==> src/rtl/qtable_arb_pkg.sv <==
// Shared definitions for the Q-table access arbiter: requester ids, FSM states, defaults.
package qtable_arb_pkg;

    localparam int unsigned NUM_REQ        = 3;
    localparam int unsigned REQ_LEARN      = 0;
    localparam int unsigned REQ_PLAN       = 1;
    localparam int unsigned REQ_HOST       = 2;

    localparam int unsigned DEF_ADDR_WIDTH = 6;
    localparam int unsigned DEF_DATA_WIDTH = 16;

    typedef enum logic [1:0] {
        StIdle     = 2'd0,
        StAccess   = 2'd1,
        StLockWait = 2'd2
    } arb_state_e;

    // Requester index to one-hot request/grant vector.
    function automatic logic [2:0] idx_onehot(input logic [1:0] idx);
        logic [2:0] oh;
        case (idx)
            2'd0:    oh = 3'b001;
            2'd1:    oh = 3'b010;
            2'd2:    oh = 3'b100;
            default: oh = 3'b000;
        endcase
        return oh;
    endfunction

    // Round-robin successor, (idx + 1) mod 3.
    function automatic logic [1:0] next_idx(input logic [1:0] idx);
        return (idx >= 2'd2) ? 2'd0 : idx + 2'd1;
    endfunction

endpackage

==> src/rtl/rr_priority_picker.sv <==
// Combinational 3-way round-robin picker: first requester at or after the pointer wins.
module rr_priority_picker
    import qtable_arb_pkg::*;
(
    input  logic [2:0] req_i,
    input  logic [1:0] ptr_i,
    output logic [2:0] win_o,
    output logic [1:0] win_idx_o
);

    // Scan requesters in rotated order and keep the first one found.
    always_comb begin
        logic [1:0] order [3];
        logic       found;
        case (ptr_i)
            2'd1: begin
                order[0] = 2'd1;
                order[1] = 2'd2;
                order[2] = 2'd0;
            end
            2'd2: begin
                order[0] = 2'd2;
                order[1] = 2'd0;
                order[2] = 2'd1;
            end
            default: begin
                order[0] = 2'd0;
                order[1] = 2'd1;
                order[2] = 2'd2;
            end
        endcase
        found     = 1'b0;
        win_o     = 3'b000;
        win_idx_o = 2'd0;
        for (int k = 0; k < 3; k++) begin
            if (!found && ((req_i & idx_onehot(order[k])) != 3'b000)) begin
                found     = 1'b1;
                win_o     = idx_onehot(order[k]);
                win_idx_o = order[k];
            end
        end
    end

endmodule

==> src/rtl/qtable_access_arbiter.sv <==
// Single-port Q-table RAM arbiter for learner, planner and host, with locked RMW sequences.
module qtable_access_arbiter
    import qtable_arb_pkg::*;
#(
    parameter int unsigned ADDR_WIDTH   = DEF_ADDR_WIDTH,
    parameter int unsigned DATA_WIDTH   = DEF_DATA_WIDTH,
    parameter int unsigned LOCK_TIMEOUT = 15
) (
    input  logic                    clk_i,
    input  logic                    rst_ni,
    input  logic                    arb_enable_i,
    input  logic [2:0]              req_i,
    input  logic [2:0]              we_i,
    input  logic [2:0]              lock_i,
    input  logic [3*ADDR_WIDTH-1:0] addr_i,
    input  logic [3*DATA_WIDTH-1:0] wdata_i,
    output logic [2:0]              gnt_o,
    output logic [2:0]              rvalid_o,
    output logic [DATA_WIDTH-1:0]   rdata_o,
    output logic                    locked_o,
    output logic [1:0]              owner_o,
    output logic                    timeout_err_o,
    output logic                    mem_en_o,
    output logic                    mem_we_o,
    output logic [ADDR_WIDTH-1:0]   mem_addr_o,
    output logic [DATA_WIDTH-1:0]   mem_wdata_o,
    input  logic [DATA_WIDTH-1:0]   mem_rdata_i
);

    localparam int unsigned CntW = (LOCK_TIMEOUT > 0) ? $clog2(LOCK_TIMEOUT + 1) : 1;
    localparam bit             TimeoutEn  = (LOCK_TIMEOUT != 0);
    localparam logic [CntW-1:0] TimeoutVal = CntW'(LOCK_TIMEOUT);

    arb_state_e state_q, state_d;

    logic [1:0]            rr_q, rr_d;
    logic [1:0]            owner_q, owner_d;
    logic                  we_q, we_d;
    logic                  lock_q, lock_d;
    logic [CntW-1:0]       cnt_q, cnt_d, cnt_inc;

    logic [2:0]            gnt_q, gnt_d;
    logic [2:0]            rvalid_q, rvalid_d;
    logic                  locked_q, locked_d;
    logic                  timeout_err_q, timeout_err_d;
    logic                  mem_en_q, mem_en_d;
    logic                  mem_we_q, mem_we_d;
    logic [ADDR_WIDTH-1:0] mem_addr_q, mem_addr_d;
    logic [DATA_WIDTH-1:0] mem_wdata_q, mem_wdata_d;

    logic [2:0]            pick_req, pick_win;
    logic [1:0]            pick_idx;
    logic                  owner_req, timeout_hit, timeout_fire;
    logic                  grant_en;
    logic [1:0]            grant_idx;
    logic                  sel_we, sel_lock;
    logic [ADDR_WIDTH-1:0] sel_addr;
    logic [DATA_WIDTH-1:0] sel_wdata;

    // Only IDLE arbitrates; a held lock bypasses the picker entirely.
    assign pick_req = (state_q == StIdle && arb_enable_i) ? req_i : 3'b000;

    rr_priority_picker u_picker (
        .req_i     (pick_req),
        .ptr_i     (rr_q),
        .win_o     (pick_win),
        .win_idx_o (pick_idx)
    );

    assign owner_req   = |(req_i & idx_onehot(owner_q));
    assign cnt_inc     = cnt_q + 1'b1;
    assign timeout_hit = TimeoutEn && (cnt_inc == TimeoutVal);

    // State register.
    always_ff @(posedge clk_i or negedge rst_ni) begin
        if (!rst_ni) begin
            state_q <= StIdle;
        end else begin
            state_q <= state_d;
        end
    end

    // Next state, grant decision and lock bookkeeping.
    always_comb begin
        state_d      = state_q;
        grant_en     = 1'b0;
        grant_idx    = owner_q;
        timeout_fire = 1'b0;
        case (state_q)
            StIdle: begin
                if (pick_win != 3'b000) begin
                    state_d   = StAccess;
                    grant_en  = 1'b1;
                    grant_idx = pick_idx;
                end
            end
            StAccess: begin
                state_d = lock_q ? StLockWait : StIdle;
            end
            StLockWait: begin
                if (owner_req) begin
                    state_d   = StAccess;
                    grant_en  = 1'b1;
                    grant_idx = owner_q;
                end else if (timeout_hit) begin
                    state_d      = StIdle;
                    timeout_fire = 1'b1;
                end
            end
            default: state_d = StIdle;
        endcase

        we_d   = grant_en ? sel_we : we_q;
        lock_d = grant_en ? sel_lock : lock_q;
        // Counter runs only while the owner is silent; any other state clears it.
        cnt_d  = (state_q == StLockWait && !owner_req) ? cnt_inc : '0;
        rr_d   = rr_q;
        if ((state_q == StAccess && !lock_q) || timeout_fire) begin
            rr_d = next_idx(owner_q);
        end
    end

    // Select the winning requester's access fields.
    always_comb begin
        sel_we    = 1'b0;
        sel_lock  = 1'b0;
        sel_addr  = '0;
        sel_wdata = '0;
        for (int i = 0; i < 3; i++) begin
            if (grant_idx == 2'(i)) begin
                sel_we    = we_i[i];
                sel_lock  = lock_i[i];
                sel_addr  = addr_i[i*ADDR_WIDTH +: ADDR_WIDTH];
                sel_wdata = wdata_i[i*DATA_WIDTH +: DATA_WIDTH];
            end
        end
    end

    // Registered outputs, computed from the upcoming state so gnt lines up with ACCESS.
    always_comb begin
        gnt_d         = grant_en ? idx_onehot(grant_idx) : 3'b000;
        mem_en_d      = grant_en;
        mem_we_d      = grant_en & sel_we;
        mem_addr_d    = grant_en ? sel_addr : mem_addr_q;
        mem_wdata_d   = grant_en ? sel_wdata : mem_wdata_q;
        rvalid_d      = (state_q == StAccess && !we_q) ? idx_onehot(owner_q) : 3'b000;
        owner_d       = grant_en ? grant_idx : owner_q;
        timeout_err_d = timeout_fire;
        case (state_d)
            StLockWait: locked_d = 1'b1;
            StIdle:     locked_d = 1'b0;
            default:    locked_d = locked_q;
        endcase
    end

    // Datapath and output registers; reset also drops any lock and pending rvalid.
    always_ff @(posedge clk_i or negedge rst_ni) begin
        if (!rst_ni) begin
            rr_q          <= 2'd0;
            owner_q       <= 2'd0;
            we_q          <= 1'b0;
            lock_q        <= 1'b0;
            cnt_q         <= '0;
            gnt_q         <= 3'b000;
            rvalid_q      <= 3'b000;
            locked_q      <= 1'b0;
            timeout_err_q <= 1'b0;
            mem_en_q      <= 1'b0;
            mem_we_q      <= 1'b0;
            mem_addr_q    <= '0;
            mem_wdata_q   <= '0;
        end else begin
            rr_q          <= rr_d;
            owner_q       <= owner_d;
            we_q          <= we_d;
            lock_q        <= lock_d;
            cnt_q         <= cnt_d;
            gnt_q         <= gnt_d;
            rvalid_q      <= rvalid_d;
            locked_q      <= locked_d;
            timeout_err_q <= timeout_err_d;
            mem_en_q      <= mem_en_d;
            mem_we_q      <= mem_we_d;
            mem_addr_q    <= mem_addr_d;
            mem_wdata_q   <= mem_wdata_d;
        end
    end

    assign gnt_o         = gnt_q;
    assign rvalid_o      = rvalid_q;
    assign rdata_o       = mem_rdata_i;
    assign locked_o      = locked_q;
    assign owner_o       = owner_q;
    assign timeout_err_o = timeout_err_q;
    assign mem_en_o      = mem_en_q;
    assign mem_we_o      = mem_we_q;
    assign mem_addr_o    = mem_addr_q;
    assign mem_wdata_o   = mem_wdata_q;

endmodule
==> config.mk <==
export PLATFORM = sky130hd
export DESIGN_NAME = qtable_access_arbiter
export DESIGN_NICKNAME = d
export VERILOG_FILES = /design/src/rtl/qtable_arb_pkg.sv /design/src/rtl/rr_priority_picker.sv /design/src/rtl/qtable_access_arbiter.sv
export SDC_FILE = /design/constraint.sdc
export NUM_CORES = 1
export LEC_CHECK = 0
export CORE_MARGIN = 2
export CORE_UTILIZATION = 39
export CTS_CLUSTER_DIAMETER = 40
export DETAILED_ROUTE_END_ITERATION = 6
export PLACE_DENSITY = 0.84
export SYNTH_ARGS = -nofsm -noshare
export SYNTH_HDL_FRONTEND = slang
export SYNTH_HIERARCHICAL = 1
export SYNTH_SLANG_ARGS = --single-unit
==> constraint.sdc <==
create_clock -name clk_i -period 4.45 [get_ports clk_i]
set_input_delay 0.89 -clock clk_i [delete_from_list [all_inputs] [get_ports clk_i]]
set_output_delay 0.89 -clock clk_i [all_outputs]
set_load 0.01 [all_outputs]
# After elaboration in Yosys (flattened, before gate mapping)
# Cells that the tools add are included.
# word_totals
out_inout_bits,50
regBits,44
word_cells,108
in_bits,94
# op_classes
magnitude_cmp,1
n_mux,45
bitwise_logic,5
n_reduce_logical,25
add_sub_neg,2
n_eq_ne,16
# ops
op,count
2-to-1 mux 16 bit,3
case mux 3 bit (3 select lines),5
2-to-1 mux 2 bit,10
2-to-1 mux 3 bit,6
2-to-1 mux 6 bit,3
"== test 2 bit, second input constant",8
"== test 2 x 1 -> 1 bit, second input constant",7
zero test 2 bit,7
2-to-1 mux 1 bit,13
AND 3 bit,4
case mux 6 bit (2 select lines),1
nonzero test 3 bit,4
logical AND 1 bit,6
case mux 2 bit (3 select lines),1
zero test 1 bit,5
"adder 4 x 1 -> 4 bit, second input constant",1
"== test 4 bit, second input constant",1
2-to-1 mux 4 bit,1
case mux 1 bit (2 select lines),2
OR reduction 3 bit,1
"adder 2 x 1 -> 2 bit, second input constant",1
"greater-or-equal comparator 2 bit, second input constant",1
nonzero test 2 bit,1
AND 1 bit,1
logical OR 1 bit,1

# Depth between registers and ports, before layout
# logic_depth
word_depth,21
depth_mapped,13
depth_no_buf,10

# Modules after synthesis
# Netlist, hierarchy kept.
# by_module_without_submodules
mod,area_per_inst_um2,cells_each,seq_area_each_um2,n_inst
qtable_access_arbiter,2434.8,251,1101.1,1
rr_priority_picker,182.7,25,0.0,1

# Least setup slack after synthesis
# Ideal clock, no wire load.
# synth_path
kind,input-to-reg
start,in arb_enable_i
end,"reg mem_addr_q[1], in the netlist mem_addr_o[1]"
required_ns,4.320
cell_stages,11
arrival_ns,3.358
path_slack_ns,0.961
setup_time_ns,0.130
n_path_buf,3
cell_sequence,and3_1 a222oi_1 nand2b_1 a31oi_1 buf_4 o31a_4 buf_12 mux2_4 buf_6 a222oi_1 a21oi_1
# synth_via
word_cells_on_any_way,31
cone_classes,eq/ne (2); mux (16); bitwise (3); reduce/logical (10)
# synth_lines
item,line_no,source
start: declaration,qtable_access_arbiter.sv:11,"input logic arb_enable_i,"
logical AND 1 bit *,qtable_access_arbiter.sv:61,assign pick_req = (state_q == StIdle && arb_enable_i) ? req_i : 3'b000;
2-to-1 mux 3 bit *,qtable_access_arbiter.sv:61,
AND 3 bit,rr_priority_picker.sv:36,if (!found && ((req_i & idx_onehot(order[k])) != 3'b000)) begin
nonzero test 3 bit,rr_priority_picker.sv:36,
2-to-1 mux 1 bit,rr_priority_picker.sv:36,
zero test 1 bit,rr_priority_picker.sv:36,
logical AND 1 bit,rr_priority_picker.sv:36,
2-to-1 mux 1 bit,rr_priority_picker.sv:36,
zero test 1 bit,rr_priority_picker.sv:36,
logical AND 1 bit,rr_priority_picker.sv:36,
2-to-1 mux 2 bit *,rr_priority_picker.sv:36,
named net pick_idx[1],qtable_access_arbiter.sv:52,logic [1:0] pick_idx;
2-to-1 mux 2 bit *,qtable_access_arbiter.sv:91,if (pick_win != 3'b000) begin
2-to-1 mux 2 bit *,-,
zero test 2 bit,qtable_access_arbiter.sv:130,if (grant_idx == 2'(i)) begin
2-to-1 mux 6 bit (2 in a row),qtable_access_arbiter.sv:130,
2-to-1 mux 6 bit *,qtable_access_arbiter.sv:130,
end signal: assignment,qtable_access_arbiter.sv:184,mem_addr_q <= mem_addr_d;
end: declaration,qtable_access_arbiter.sv:48,"logic [ADDR_WIDTH-1:0] mem_addr_q, mem_addr_d;"
# Mark *: on every way through the listed nets, which the timed path passes. The rest lies on a longest branch.
# A chain may end at the register's enable or synchronous reset.

# Worst setup path after layout
# layout_path
start,in arb_enable_i
end,reg we_q
# layout_via
elab_chain_len,18
word_cells_on_any_way,31
cone_classes,eq/ne (2); mux (16); bitwise (3); reduce/logical (10)
# layout_lines
item,line_no,source
logical AND 1 bit *,qtable_access_arbiter.sv:61,
2-to-1 mux 3 bit *,qtable_access_arbiter.sv:61,
named net pick_req[1],qtable_access_arbiter.sv:51,"logic [2:0] pick_req, pick_win;"
AND 3 bit,rr_priority_picker.sv:36,
nonzero test 3 bit,rr_priority_picker.sv:36,
2-to-1 mux 1 bit,rr_priority_picker.sv:36,
zero test 1 bit,rr_priority_picker.sv:36,
logical AND 1 bit,rr_priority_picker.sv:36,
[2 not listed],-,
logical AND 1 bit,rr_priority_picker.sv:36,
2-to-1 mux 3 bit *,rr_priority_picker.sv:36,
named net pick_win[0],qtable_access_arbiter.sv:51,
nonzero test 3 bit *,qtable_access_arbiter.sv:91,
2-to-1 mux 2 bit,qtable_access_arbiter.sv:91,
2-to-1 mux 2 bit,-,
zero test 2 bit,qtable_access_arbiter.sv:130,
2-to-1 mux 1 bit (3 in a row),qtable_access_arbiter.sv:130,
end signal: assignment,qtable_access_arbiter.sv:175,we_q <= we_d;
end: declaration,qtable_access_arbiter.sv:38,"logic we_q, we_d;"
# Marks and branches as above.

==> flow_summary.yaml <==
global_route:
  grt-ovfl-total: 0
  antenna_found_initial: 0
  grt_pass1_vias: 2440
  grt_usage: 0.185
  grt_max_degree: 45
  grt_pass1_wl_um: 11200
detailed_routing:
  num_vias: 2418
  drtAntennaViolNets: 0
  first_pass_iters: 7
  via_per_inst: 5.46
  wire_per_inst_um: 15.3
  drt_iter0_drc: 234
  drc: 1
  drt_wl_total_um: 6800
clock_network:
  insertion_delay_ps: 290
  cts_setup_buffers: 0
  cts_tree: "done"
  clkTransAtPathRegs_ps: 90
  cts_root_buf: "clkbuf_8"
  cts_made_buffers: 5
  cts_num_sinks: 44
  clockBufferDepth: 2
  hold_buffers: 0
  h-tree-depth: 2
  cts_resized: 0
synthesis:
  ys_seq_elements: 44
  ys_seq_area_frac: 0.421
  synthDistinctLibCells: 42
  synth_edf_count: 0
  synth-async-reset-ratio: 1.00
  ys_warn_count: 6
  synth_nets: 376
  synth_flop_cell: "dfrtp_1"
  syn_avg_cell_area_um2: 9.48
  syn-cell-area_um2: 2620
  syn_inst: 276
sta:
  finalCriticalPeriod_ps: 3790
  final_max_slew_viol_count: 0
  tns_ps: 0
  setup_viol: 0
  max_slew_margin: 0.371
  min_period_over_period: 0.852
  fmax_mhz: 264
  skew_ps: 6.92
  rsz0062_at_grt: "no"
  final_hold_viol_count: 0
  tightest_slew_ps: 943
floorplanning:
  io_pins: 144
  fp.dieH_um: 85.9
  die_area_um2: 7380
  std_cell_rows: 29
  fp.dieW_um: 85.9
  coreArea_um2: 6420
  initial_utilization: 0.408
outcome:
  violations: "DRC"
  outcome: "finished, violations left"
critical_path:
  crit_path_max_incr_delay_ps: 710
  cp_max_fo: 31
  rr_worst_depth: 10
  crit_path_end_kind: "flip-flop"
  path_class: "input pin to flip-flop"
  reg2reg_slack_ps: 990
  cp-start-kind: "input pin"
  worst_ep_required_time_ps: 4630
  worst_path_max_delay_cell: "a222oi_1"
  critPathArrivalTime_ps: 3970
  crit_chain: "clkdlybuf4s50_1 > and3_1 > a222oi_1 > nand2b_1 > a31oi_1 > o31a_4 > nor2_4 > inv_2 > o21ai_0 > o21ai_1"
worst_hold_path:
  whs_path_depth: 1
  hold_path.class: "flip-flop to flip-flop"
flow_run:
  drv_cap: 0
placed_design:
  dpl.hpwl_um: 5090
  io_buffers: 111
  place_congestion: 0.788
  placed_area_um2: 3620
cells_and_area:
  nets: 465
  layout.core_utilization: 0.581
  final_common_cell: "clkdlybuf4s50_1"
  final_cell_mix: "clkdlybuf4s50_1, dfrtp_1, nor2_1, o21ai_0"
  antenna_cells: 0
  area_growth_syn_to_layout_pct: 42.6
  layout-drive-gt1-share: 0.0710
  design_area_um2: 3730
power:
  ir_drop_v: 0.000354
  p_per_area_nw_per_um2: 739
  finalPower_mw: 2.76
  switchingPower_mw: 1.21
  p_leak_nw: 1.54
  switching_share: 0.439
  seqPwrFrac: 0.255
  p_int_mw: 1.55
  pwr-share-clk: 0.112
  power_frac_comb: 0.633
synthesized netlist by cell type (all sizes together), types with 2 or more instances:
master,instances,share of area
dfrtp,44,0.42
o21ai,31,0.059
nor2,30,0.047
buf,27,0.079
inv,18,0.026
a21oi,17,0.033
a222oi,17,0.065
nand2,12,0.017
a22oi,10,0.029
o22ai,10,0.029
nand2b,9,0.022
nand3b,7,0.020
ha,6,0.029
clkbuf,5,0.0072
mux2,5,0.023
mux2i,5,0.029
and3,3,0.0072
nor3,3,0.0057
a31oi,2,0.0048
nor3b,2,0.0057
or3b,2,0.0067
xor2,2,0.0067
power by group through the flow:
stage | Combinational [mW] | Sequential (mW) | Clock, mW
6_report | 1.75 | 0.705 | 0.309
5_1_grt | 1.92 | 0.730 | 0.337
4_1_cts | 1.76 | 0.704 | 0.317
3_5_place_dp | 1.76 | 0.710 | 0
3_3_place_gp | 1.70 | 0.702 | 0
2_1_floorplan | 1.23 | 0.735 | 0
layout make-up:
cell class	count	area, um2
Clock buffer	5	68.8
Clock inverter	3	46.3
Fill cell	537	2690
Inverter	18	67.6
Multi-Input combinational cell	182	1220
Sequential cell	44	1100
Tap cell	77	96.3
Timing Repair Buffer	114	1130
state kept, by name (all words and copies together) (netlist names), 2 cells and up:
register     count
mem_wdata_o     16
mem_addr_o       6
cnt_q            4
gnt_o            3
rvalid_o         3
owner_o          2
rr_q             2
state_q          2
layer usage:
metal / vias up / wire (um) / GRT usage
li1: 1161 / - / -
met1: 1148 / 2920 / 0.242
met2: 99 / 3390 / 0.309
met3: 10 / 397 / 0.0433
met4: 0 / 97 / 0.0476
met5: - / 0 / 0
critical path: cells and delay by family:
kind / cells / cell delay (ps)
simple gates: 3 / 770
compound gates: 5 / 1570
buf+inv: 2 / 710
worst paths after layout:
kind,from,to
min,locked_o,locked_o
max,arb_enable_i,we_q
min reg2reg,locked_o,locked_o
max reg2reg,rr_q[0],we_q
max in group asynchronous,rst_ni,mem_wdata_o[6]
min in group asynchronous,rst_ni,mem_wdata_o[4]
stage by stage:
stage	setup WS (ps)	hold slack [ps]	std cells
final	661	498	443
after global routing	364	533	443
after global placement	537	467	435
after floorplan	961	449	276
after CTS	658	504	443
after detailed placement	358	483	435
logic make-up after synthesis:
logic type               count (synthesis)  synth area share
AO/OA/AOI/OAI                           93             0.243
XOR/XNOR                                 2           0.00669
adder cells (fa/ha/maj)                  6            0.0287
buffers and inverters                   50             0.112
flip-flops                              44             0.421
multiplexers                            10            0.0516
AND/OR/NAND/NOR                         71             0.138
Note: power is estimated with default switching activity, not from simulation.
